==> src/rtl/multi_iter.sv <==
// Iterative shift-add multiplier: operand FIFO feeding a one-bit-per-cycle engine.
// Optional MULTI_EARLY_DONE_EN ends an iteration once the remaining multiplier is zero.
module multi_iter #(
  parameter int unsigned DATA_W     = 8,
  parameter int unsigned FIFO_DEPTH = 4,
  parameter int unsigned SIGNED     = 0
) (
  input  logic                  clk,
  input  logic                  rst_n,
  input  logic                  in_vld,
  output logic                  in_rdy,
  input  logic [DATA_W-1:0]     in0_data,
  input  logic [DATA_W-1:0]     in1_data,
  output logic                  out_vld,
  input  logic                  out_rdy,
  output logic [2*DATA_W-1:0]   out_data,
  output logic                  busy
);

  localparam int unsigned PROD_W = 2 * DATA_W;
  localparam int unsigned PTR_W  = $clog2(FIFO_DEPTH);
  localparam int unsigned OCC_W  = PTR_W + 1;
  localparam int unsigned CNT_W  = $clog2(DATA_W);

  typedef struct packed {
    logic [DATA_W-1:0] mcand;
    logic [DATA_W-1:0] mplier;
  } pair_t;

  typedef enum logic [1:0] {
    IDLE = 2'd0,
    CALC = 2'd1,
    DONE = 2'd2
  } state_t;

  state_t state, state_nxt;

  // Operand FIFO
  pair_t              mem [FIFO_DEPTH];
  logic [PTR_W-1:0]   wr_ptr, rd_ptr;
  logic [OCC_W-1:0]   occ, occ_nxt_c;
  logic               fifo_full_c, fifo_empty_c;
  logic               push_c, pop_c, finish_c;
  pair_t              head_c;

  assign fifo_full_c  = (occ == OCC_W'(FIFO_DEPTH));
  assign fifo_empty_c = (occ == '0);
  assign push_c       = in_vld && !fifo_full_c;
  assign head_c       = mem[rd_ptr];

  always_comb begin
    occ_nxt_c = occ;
    if (push_c && !pop_c) begin
      occ_nxt_c = occ + OCC_W'(1);
    end else if (!push_c && pop_c) begin
      occ_nxt_c = occ - OCC_W'(1);
    end
  end

  always_ff @(posedge clk) begin
    if (push_c) begin
      mem[wr_ptr] <= '{mcand: in0_data, mplier: in1_data};
    end
  end

  always_ff @(posedge clk or negedge rst_n) begin
    if (!rst_n) begin
      wr_ptr <= '0;
      rd_ptr <= '0;
      occ    <= '0;
    end else begin
      if (push_c) wr_ptr <= wr_ptr + PTR_W'(1);
      if (pop_c)  rd_ptr <= rd_ptr + PTR_W'(1);
      occ <= occ_nxt_c;
    end
  end

  // Load-time operand conditioning: magnitudes and result sign for signed mode
  logic [DATA_W-1:0] mag0_c, mag1_c;
  logic              neg_ld_c;

  always_comb begin
    mag0_c   = head_c.mcand;
    mag1_c   = head_c.mplier;
    neg_ld_c = 1'b0;
    if (SIGNED != 0) begin
      if (head_c.mcand[DATA_W-1])  mag0_c = -head_c.mcand;
      if (head_c.mplier[DATA_W-1]) mag1_c = -head_c.mplier;
      neg_ld_c = head_c.mcand[DATA_W-1] ^ head_c.mplier[DATA_W-1];
    end
  end

  // Shift-add engine
  logic [PROD_W-1:0] acc, mcand;
  logic [DATA_W-1:0] mplier;
  logic [CNT_W-1:0]  cnt;
  logic              neg;
  logic [PROD_W-1:0] acc_sum_c, result_c;
  logic [DATA_W-1:0] mplier_sh_c;
  logic              last_c;

  assign acc_sum_c   = mplier[0] ? (acc + mcand) : acc;
  assign mplier_sh_c = mplier >> 1;
  assign result_c    = neg ? -acc_sum_c : acc_sum_c;

`ifdef MULTI_EARLY_DONE_EN
  assign last_c = (cnt == CNT_W'(DATA_W - 1)) || (mplier_sh_c == '0);
`else
  assign last_c = (cnt == CNT_W'(DATA_W - 1));
`endif

  always_ff @(posedge clk or negedge rst_n) begin
    if (!rst_n) begin
      acc    <= '0;
      mcand  <= '0;
      mplier <= '0;
      cnt    <= '0;
      neg    <= 1'b0;
    end else if (pop_c) begin
      acc    <= '0;
      mcand  <= PROD_W'(mag0_c);
      mplier <= mag1_c;
      cnt    <= '0;
      neg    <= neg_ld_c;
    end else if (state == CALC) begin
      acc    <= acc_sum_c;
      mcand  <= mcand << 1;
      mplier <= mplier_sh_c;
      cnt    <= cnt + CNT_W'(1);
    end
  end

  // Control FSM
  always_ff @(posedge clk or negedge rst_n) begin
    if (!rst_n) state <= IDLE;
    else        state <= state_nxt;
  end

  always_comb begin
    state_nxt = state;
    pop_c     = 1'b0;
    finish_c  = 1'b0;
    case (state)
      IDLE: begin
        if (!fifo_empty_c) begin
          pop_c     = 1'b1;
          state_nxt = CALC;
        end
      end
      CALC: begin
        if (last_c) begin
          finish_c  = 1'b1;
          state_nxt = DONE;
        end
      end
      DONE: begin
        if (out_rdy) begin
          if (!fifo_empty_c) begin
            pop_c     = 1'b1;
            state_nxt = CALC;
          end else begin
            state_nxt = IDLE;
          end
        end
      end
      default: state_nxt = IDLE;
    endcase
  end

  // Registered outputs; in_rdy and busy track next-cycle occupancy and state
  always_ff @(posedge clk or negedge rst_n) begin
    if (!rst_n) begin
      out_vld  <= 1'b0;
      out_data <= '0;
      in_rdy   <= 1'b1;
      busy     <= 1'b0;
    end else begin
      out_vld <= (state_nxt == DONE);
      if (finish_c) out_data <= result_c;
      in_rdy  <= (occ_nxt_c != OCC_W'(FIFO_DEPTH));
      busy    <= (occ_nxt_c != '0) || (state_nxt != IDLE);
    end
  end

endmodule

==> config.mk <==
export PLATFORM = sky130hd
export DESIGN_NAME = multi_iter
export DESIGN_NICKNAME = d
export VERILOG_FILES = /design/src/rtl/multi_iter.sv
export SDC_FILE = /design/constraint.sdc
export NUM_CORES = 1
export LEC_CHECK = 0
export CAP_MARGIN = 20
export CELL_PAD_IN_SITES_DETAIL_PLACEMENT = 1
export CELL_PAD_IN_SITES_GLOBAL_PLACEMENT = 1
export CORE_MARGIN = 2
export CORE_UTILIZATION = 52
export CTS_CLUSTER_SIZE = 16
export DETAILED_ROUTE_END_ITERATION = 12
export GPL_TIMING_DRIVEN = 0
export PLACE_DENSITY = 0.82
export SKIP_CTS_REPAIR_TIMING = 1
export SLEW_MARGIN = 20
export SYNTH_ARGS = -nofsm -noshare
export SYNTH_HDL_FRONTEND = slang
export SYNTH_SLANG_ARGS = --single-unit
==> constraint.sdc <==
create_clock -name clk -period 6.8 [get_ports clk]
set_clock_uncertainty 0.1 [all_clocks]
set_input_delay 1.7 -clock clk [delete_from_list [all_inputs] [get_ports clk]]
set_output_delay 1.7 -clock clk [all_outputs]
set_load 0.02 [all_outputs]
# Word level (Yosys, flattened, before mapping)
# Memory sizes are Yosys's and may differ from the RTL's.
# Index checks and enable logic that the tools add are counted.
[word_totals] reg_bits=71 ram_bits=64 in_bits=20 n_memories=1
[classes] add_sub_neg=6 eq_ne=6 mux=23 reduce_logical=12
[memory_table] name="mem" depth=4 word_bits=16 read_ports=1 rd_clocked_by_memory_dff=0 write_ports=1 line_no="39" text="pair_t mem [FIFO_DEPTH];"
[ops] op="two-way mux 16 bit" count=5
[ops] op="adder 16 bit" count=1
[ops] op="two-way mux 8 bit" count=2
[ops] op="two-way mux 3 bit" count=4
[ops] op="two-way mux 1 bit" count=7
[ops] op="adder 3 x 1 -> 3 bit, second input constant" count=2
[ops] op="== test 3 bit, second input constant" count=2
[ops] op="two-way mux 2 bit" count=3
[ops] op="case mux 2 bit (3 select lines)" count=1
[ops] op="adder 2 x 1 -> 2 bit, second input constant" count=2
[ops] op="== test 2 bit, second input constant" count=2
[ops] op="nonzero test 2 bit" count=2
[ops] op="logical AND 1 bit" count=3
[ops] op="zero test 1 bit" count=3
[ops] op="zero test 3 bit" count=1
[ops] op="!= test 3 bit, second input constant" count=1
[ops] op="nonzero test 3 bit" count=1
[ops] op="subtractor 3 x 1 -> 3 bit, second input constant" count=1
[ops] op="== test 2 x 1 -> 1 bit, second input constant" count=1
[ops] op="zero test 2 bit" count=1
[ops] op="case mux 1 bit (2 select lines)" count=1
[ops] op="logical OR 1 bit" count=1

# Logic depth before layout (Yosys ltp)
# Gate-level depths: netlist of run 1.
[depth] word_depth=9 ltp_mapped=10 depth_no_buf=9

# Least setup slack after synthesis of run 1
# Ideal clock, no wire load.
[synth_path] path_type="input-to-reg" from="input port in_vld" to="memory mem[0][0] in the netlist's numbering, enable pin" setup_ns=0.374 arrival_time_ns=2.711 t_required_ns=6.326 path_slack_ns=3.616 stages=3 path_buffers=1 path_cell_list="a21boi_1 clkbuf_1 and2_1"
[synth_via] elab_chain_cells=3
[synth_lines] item="from (decl)" line_no="10" text="input logic in_vld,"
[synth_lines] item="logical AND 1 bit" line_no="48" text="assign push_c = in_vld && !fifo_full_c;"
[synth_lines] item="two-way mux 1 bit" line_no="61" text="if (push_c) begin"
[synth_lines] item="two-way mux 1 bit (not written as such)" line_no="62" text="mem[wr_ptr] <= '{mcand: in0_data, mplier: in1_data};"
[synth_lines] item="to (decl)" line_no="39"
# No other way between the ends.

# Final worst setup path of run 1
[layout_path] from="input port in_vld" to="memory mem[1][7] in the netlist's numbering, enable pin"
# The elaborated chain is that of the path after synthesis.

==> run metrics, run 1 <==
reg2reg setup slack 3840 ps; GRT Residual Overflow 0; Data required, critical path 6750 ps; P_sw 1589 uW; CP arrival 3610 ps; Crit Path Max Fanout 16; Num Clock Sinks 135; Clock Latency Late Sink 430 ps; fin util 63.80%; initial antenna violation count 0; # nets final 613; part of the power in registers 33.1%; Tot Pwr 3974 uW; H-tree depth 4; Worst Hold Slack 373.3 ps; clock buffer depth 2; Max-Cap Viols 0; Worst Max-Slew Pin Slew 996.5 ps; Final Hold Viols 0; Internal 2385 uW; dpl hpwl 10.17 mm; detailed-route via count 4195; final antenna-violating net count 0; CP Launch Point in_vld; number of global-route vias before repair 4663; Die H 112.9 um; Final Max Slew Viols 0; Area Growth Syn to Fin 19.06%; Yosys top cell area share 31.14%; worst vdd ir 0.3440 mV; RSZ-0062 raised after global routing no; CTS Buf Count 17; # rows 39; Via-to-Cell Ratio 5.794; Achievable Freq 0.2731 GHz; core footprint 0.01152 mm2; worst hold start out_data[1]$_DFFE_PN0P_; P_leak 0.002976 uW; Hold Crit Class reg2reg; largest net degree at the start of global routing 48; largest area contributor in the netlist edfxtp_1; final std cell area, no fill 0.007347 mm2; most frequent cells in the layout 80 x nand2_1, 70 x dfrtp_1, 64 x edfxtp_1; Synth warnings 0; Reg clk slew, reported paths 60 ps; Die Span X 112.9 um; Starting Density 53.59%; post-layout minimum cycle time 3661 ps; Initial DRT Pass Iterations 6; outcome finished, final reports clean; synth top area cells edfxtp_1 31%, dfrtp_1 28%, mux4_2 5.8%; Routed WL 14.87 mm; post-synthesis sequential area ratio 59.96%; main flop type after synthesis dfrtp_1; synthesized net count 555; Sw Ratio 39.99%; Crit Path Category in2reg; fraction of layout cells with a size suffix above 1 10.67%; DIE AREA 0.01275 mm2; period utilisation layout 53.84%; commonest non-fill, non-tap cell in the layout nand2_1; first-pass GRT wire length 24.70 mm; DRC viols 0; I/O Buffers 38; clock group share of total power 23.3%; Crit Reg-Reg Startpoint mcand[0]$_DFFE_PN0P_; max_slew headroom 33.06%; clk root buf clkbuf_16; power density over cell area 540.9 mW/mm2; Post-synth EDFFs 64; post-synthesis register bit count 135; 1st-iter DRT viols 249; CP Launch Type primary input; Mapped Area 0.006171 mm2; synth unique cells 48; CTS tree built; Worst setup EP type flop; combinational share of power 43.7%; Mean Syn Cell Area 12.10 um2; routed length per placed instance 20.54 um; Syn Inst Count 510; endpoints failing setup 0; Ports 39; ANT cells 0; Fin Setup TNS 0 ps; Routability Congestion 0.8570; placed cell areas 0.006755 mm2; ys async rst share 52.59%; total track usage 25.55%
## power by group through the flow
stage	logic (uW)	clock network (uW)	registers [uW]
floorplan	1180	0	1320
global placement	1630	0	1300
detailed placement	1720	0	1330
CTS	1760	937	1310
global route	1930	972	1340
finish	1730	925	1310
## logic make-up (layout without fill, tap and decap cells)
family	after synthesis	in the layout	synth area share (%)
fa+ha+maj	27	27	5.515
compound gates	101	101	9.875
flops	135	135	59.96
buf+inv	43	114	2.676
mux	33	33	8.739
simple gates	153	153	10.56
xor+xnor	18	18	2.676
## area by class of cell
type | instances | area, um2
fill | 1129 | 4169
sequential | 135 | 3700
multi-input combinational | 332 | 2306
clock buffer | 17 | 425.4
timing repair buffer | 39 | 405.4
tap | 143 | 178.9
clock inverter | 15 | 166.4
buffer | 28 | 108.9
inverter | 15 | 56.30
## final timing paths
kind / depth (start not counted) / end
max in group asynchronous: 2 / cnt[2]$_DFFE_PN0P_
min in group asynchronous: 1 / out_data[3]$_DFFE_PN0P_
worst max-delay path: 4 / mem[1][7]$_DFFE_PP_
worst min-delay path: 2 / out_data[1]$_DFFE_PN0P_
worst max register to register: 9 / out_data[12]$_DFFE_PN0P_
worst min register to register: 2 / out_data[1]$_DFFE_PN0P_
## synthesized netlist by cell type (2+ instances only)
| cell | instances |
|---|---|
| mux2i_1 | 13 |
| dfrtp_1 | 70 |
| nor2_1 | 29 |
| o21ai_1 | 7 |
| maj3_1 | 2 |
| buf_2 | 3 |
| a221o_1 | 2 |
| nand2b_1 | 3 |
| a31oi_1 | 11 |
| xor2_1 | 5 |
| buf_1 | 2 |
| nand2_1 | 80 |
| nand3_1 | 24 |
| xnor2_1 | 12 |
| ha_1 | 24 |
| o21a_1 | 2 |
| edfxtp_1 | 64 |
| o21ai_0 | 39 |
| a21oi_1 | 16 |
| nor3b_1 | 2 |
| mux4_2 | 16 |
| nor2b_1 | 3 |
| and2_1 | 4 |
| o22ai_1 | 6 |
| o21bai_1 | 2 |
| nor3_1 | 5 |
| a21o_1 | 5 |
| mux2_2 | 3 |
| clkbuf_1 | 23 |
| inv_1 | 15 |
## state kept, by name (all words and copies together) (netlist names)
name      cells
wr_ptr        2
state         2
in_rdy        1
busy          1
cnt           3
occ           3
mcand        16
out_data     16
rd_ptr        2
acc          16
mplier        8
mem          64
out_vld       1
## critical path, cell delays in order
cell,delay (ps)
clkdlybuf4s50_1,450
a21boi_1,290
clkbuf_1,400
and2_1,760
## stage by stage
stage | setup WS [ps] | instances
after floorplan | 3616 | 510
after global placement | 1460 | 691
after detailed placement | 2581 | 692
after CTS | 3015 | 724
after global routing | 2906 | 724
final | 3139 | 724
## routing by layer
metal,up-vias,part of all wire (%),GRT usage [%]
li1,1958,-,-
met1,2124,42,31.48
met2,90,52,44.62
met3,23,4.2,6.856
met4,0,1.7,7.398
met5,-,0,0
Power figures use the tool's default switching activity.
==> run 2: changes to the inputs <==
--- a/config.mk
+++ b/config.mk
@@ -9,11 +9,11 @@
 export CELL_PAD_IN_SITES_DETAIL_PLACEMENT = 1
 export CELL_PAD_IN_SITES_GLOBAL_PLACEMENT = 1
 export CORE_MARGIN = 2
-export CORE_UTILIZATION = 52
+export CORE_UTILIZATION = 48
 export CTS_CLUSTER_SIZE = 16
 export DETAILED_ROUTE_END_ITERATION = 12
 export GPL_TIMING_DRIVEN = 0
-export PLACE_DENSITY = 0.82
+export PLACE_DENSITY = 0.76
 export SKIP_CTS_REPAIR_TIMING = 1
 export SLEW_MARGIN = 20
 export SYNTH_ARGS = -nofsm -noshare
==> constraint.sdc (replaced) <==
create_clock -name clk -period 3.38 [get_ports clk]
set_clock_uncertainty 0.1 [all_clocks]
set_input_delay 0.845 -clock clk [delete_from_list [all_inputs] [get_ports clk]]
set_output_delay 0.845 -clock clk [all_outputs]
set_load 0.02 [all_outputs]
==> run metrics, run 2 (synthesis results as in run 1) <==
DRC viols 0; Area Growth Syn to Fin 19.79%; cells on worst reg2reg path 9; Num Clock Sinks 135; Data required, critical path 3590 ps; ANT cells 0; Initial DRT Pass Iterations 4; Clock Latency Late Sink 420 ps; routed length per placed instance 19.12 um; Hold Crit Class in2async; dpl hpwl 9.807 mm; reg2reg setup slack 430 ps; fillers 1285; Final Max Slew Viols 0; P_leak 0.002974 uW; Routed WL 14.38 mm; Final Hold Viols 0; fraction of layout cells with a size suffix above 1 10.69%; post-layout minimum cycle time 2952 ps; CP Launch Type flop; Layout Cells excl Fill 752; largest net degree at the start of global routing 44; endpoints failing setup 0; Reg area 0.003700 mm2; clk root buf clkbuf_16; fin util 58.82%; worst setup path end out_data[12]$_DFFE_PN0P_; Crit Path Category reg2reg; CP arrival 3160 ps; # nets final 613; initial antenna violation count 0; number of global-route vias before repair 4554; RSZ-0062 raised after global routing no; Biggest register mem; final antenna-violating net count 0; Worst Max-Slew Pin Slew 986.7 ps; first-pass GRT wire length 24.07 mm; DIE AREA 0.01378 mm2; Achievable Freq 0.3388 GHz; period utilisation layout 87.34%; most frequent cells in the layout 80 x nand2_1, 70 x dfrtp_1, 64 x edfxtp_1; Die H 117.4 um; placed insts 721; Ports 39; R2R Path End out_data[12]$_DFFE_PN0P_; commonest non-fill, non-tap cell in the layout nand2_1; Max-Cap Viols 0; 1st-iter DRT viols 213; Tot Pwr 7967 uW; Routability Congestion 0.8785; CP Launch Point acc[0]$_DFFE_PN0P_; max reg flops 64; area of the multi-input gates 0.002306 mm2; total track usage 22.62%; worst vdd ir 0.5000 mV; CTS tree built; Starting Density 49.10%; H-tree depth 4; GRT Residual Overflow 0; power density over cell area 1078 mW/mm2; max_slew headroom 33.71%; core footprint 0.01257 mm2; Die Span X 117.4 um; Crit Reg-Reg Startpoint acc[0]$_DFFE_PN0P_; CTS Buf Count 17; # rows 41; Crit Path Max Fanout 3; clock buffer depth 2; I/O Buffers 38; Worst setup EP type flop; Reg clk slew, reported paths 60 ps; Via-to-Cell Ratio 5.500; outcome finished, final reports clean; detailed-route via count 4136
## run 2: cell count changes in the layout (fill, tap and decap cells not counted), sizes merged
| cell | delta |
|---|---|
| clkinvlp | +2 |
| bufinv | +1 |
| inv | -3 |
| clkinv | -1 |
## run 2: area by class of cell
cell class	instances	area share, %
plain buffers	28	1.473
clock buffers	17	5.755
clock inverters	14	2.370
inverters	15	0.7617
multi-input cells	332	31.19
flip-flops and latches	135	50.05
well taps	172	2.911
repair buffers	39	5.484
## run 2: layer usage
metal	vias to the layer above	global-route usage [%]	wire length, um
met4	0	10.09	340
li1	1961	-	-
met5	-	0	0
met1	2083	27.52	6177
met2	69	39.44	7471
met3	23	4.037	387
## run 2: stage by stage
step / hold slack (ps) / setup TNS, ps / setup slack, ps / area (um2)
after floorplan: 367.3 / 0 / 694.9 / 6171
after global placement: 352.6 / -82160 / -1175 / 6766
after detailed placement: 359.9 / 0 / 135.4 / 6792
after CTS: 252.5 / 0 / 447.9 / 7392
after global routing: 269.8 / 0 / 298.9 / 7392
final: 258.1 / 0 / 428.0 / 7392
## run 2: worst min path at each step
stage / depth (start not counted) / slack [ps] / endpoint
4_1_cts: 1 / 250 / out_data[5]$_DFFE_PN0P_
3_3_place_gp: 2 / 350 / out_data[6]$_DFFE_PN0P_
5_1_grt: 1 / 270 / out_data[5]$_DFFE_PN0P_
6_report: 1 / 260 / out_data[5]$_DFFE_PN0P_
3_5_place_dp: 2 / 360 / out_data[6]$_DFFE_PN0P_
2_1_floorplan: 2 / 370 / mplier[7]$_DFFE_PN0P_
## run 2: power by group
part	internal [uW]	switching, uW
clock	1160	718
sequential	2300	330
combinational	1390	2060
## run 2: worst max-delay path: stages, from the launching register on
cell and delay, ps:
dfrtp_1 400, ha_1 240, fa_1 450, a211oi_2 230
o21bai_1 150, a221o_1 390, a221o_1 350, xnor2_2 160
mux2i_1 100, mux2_4 260
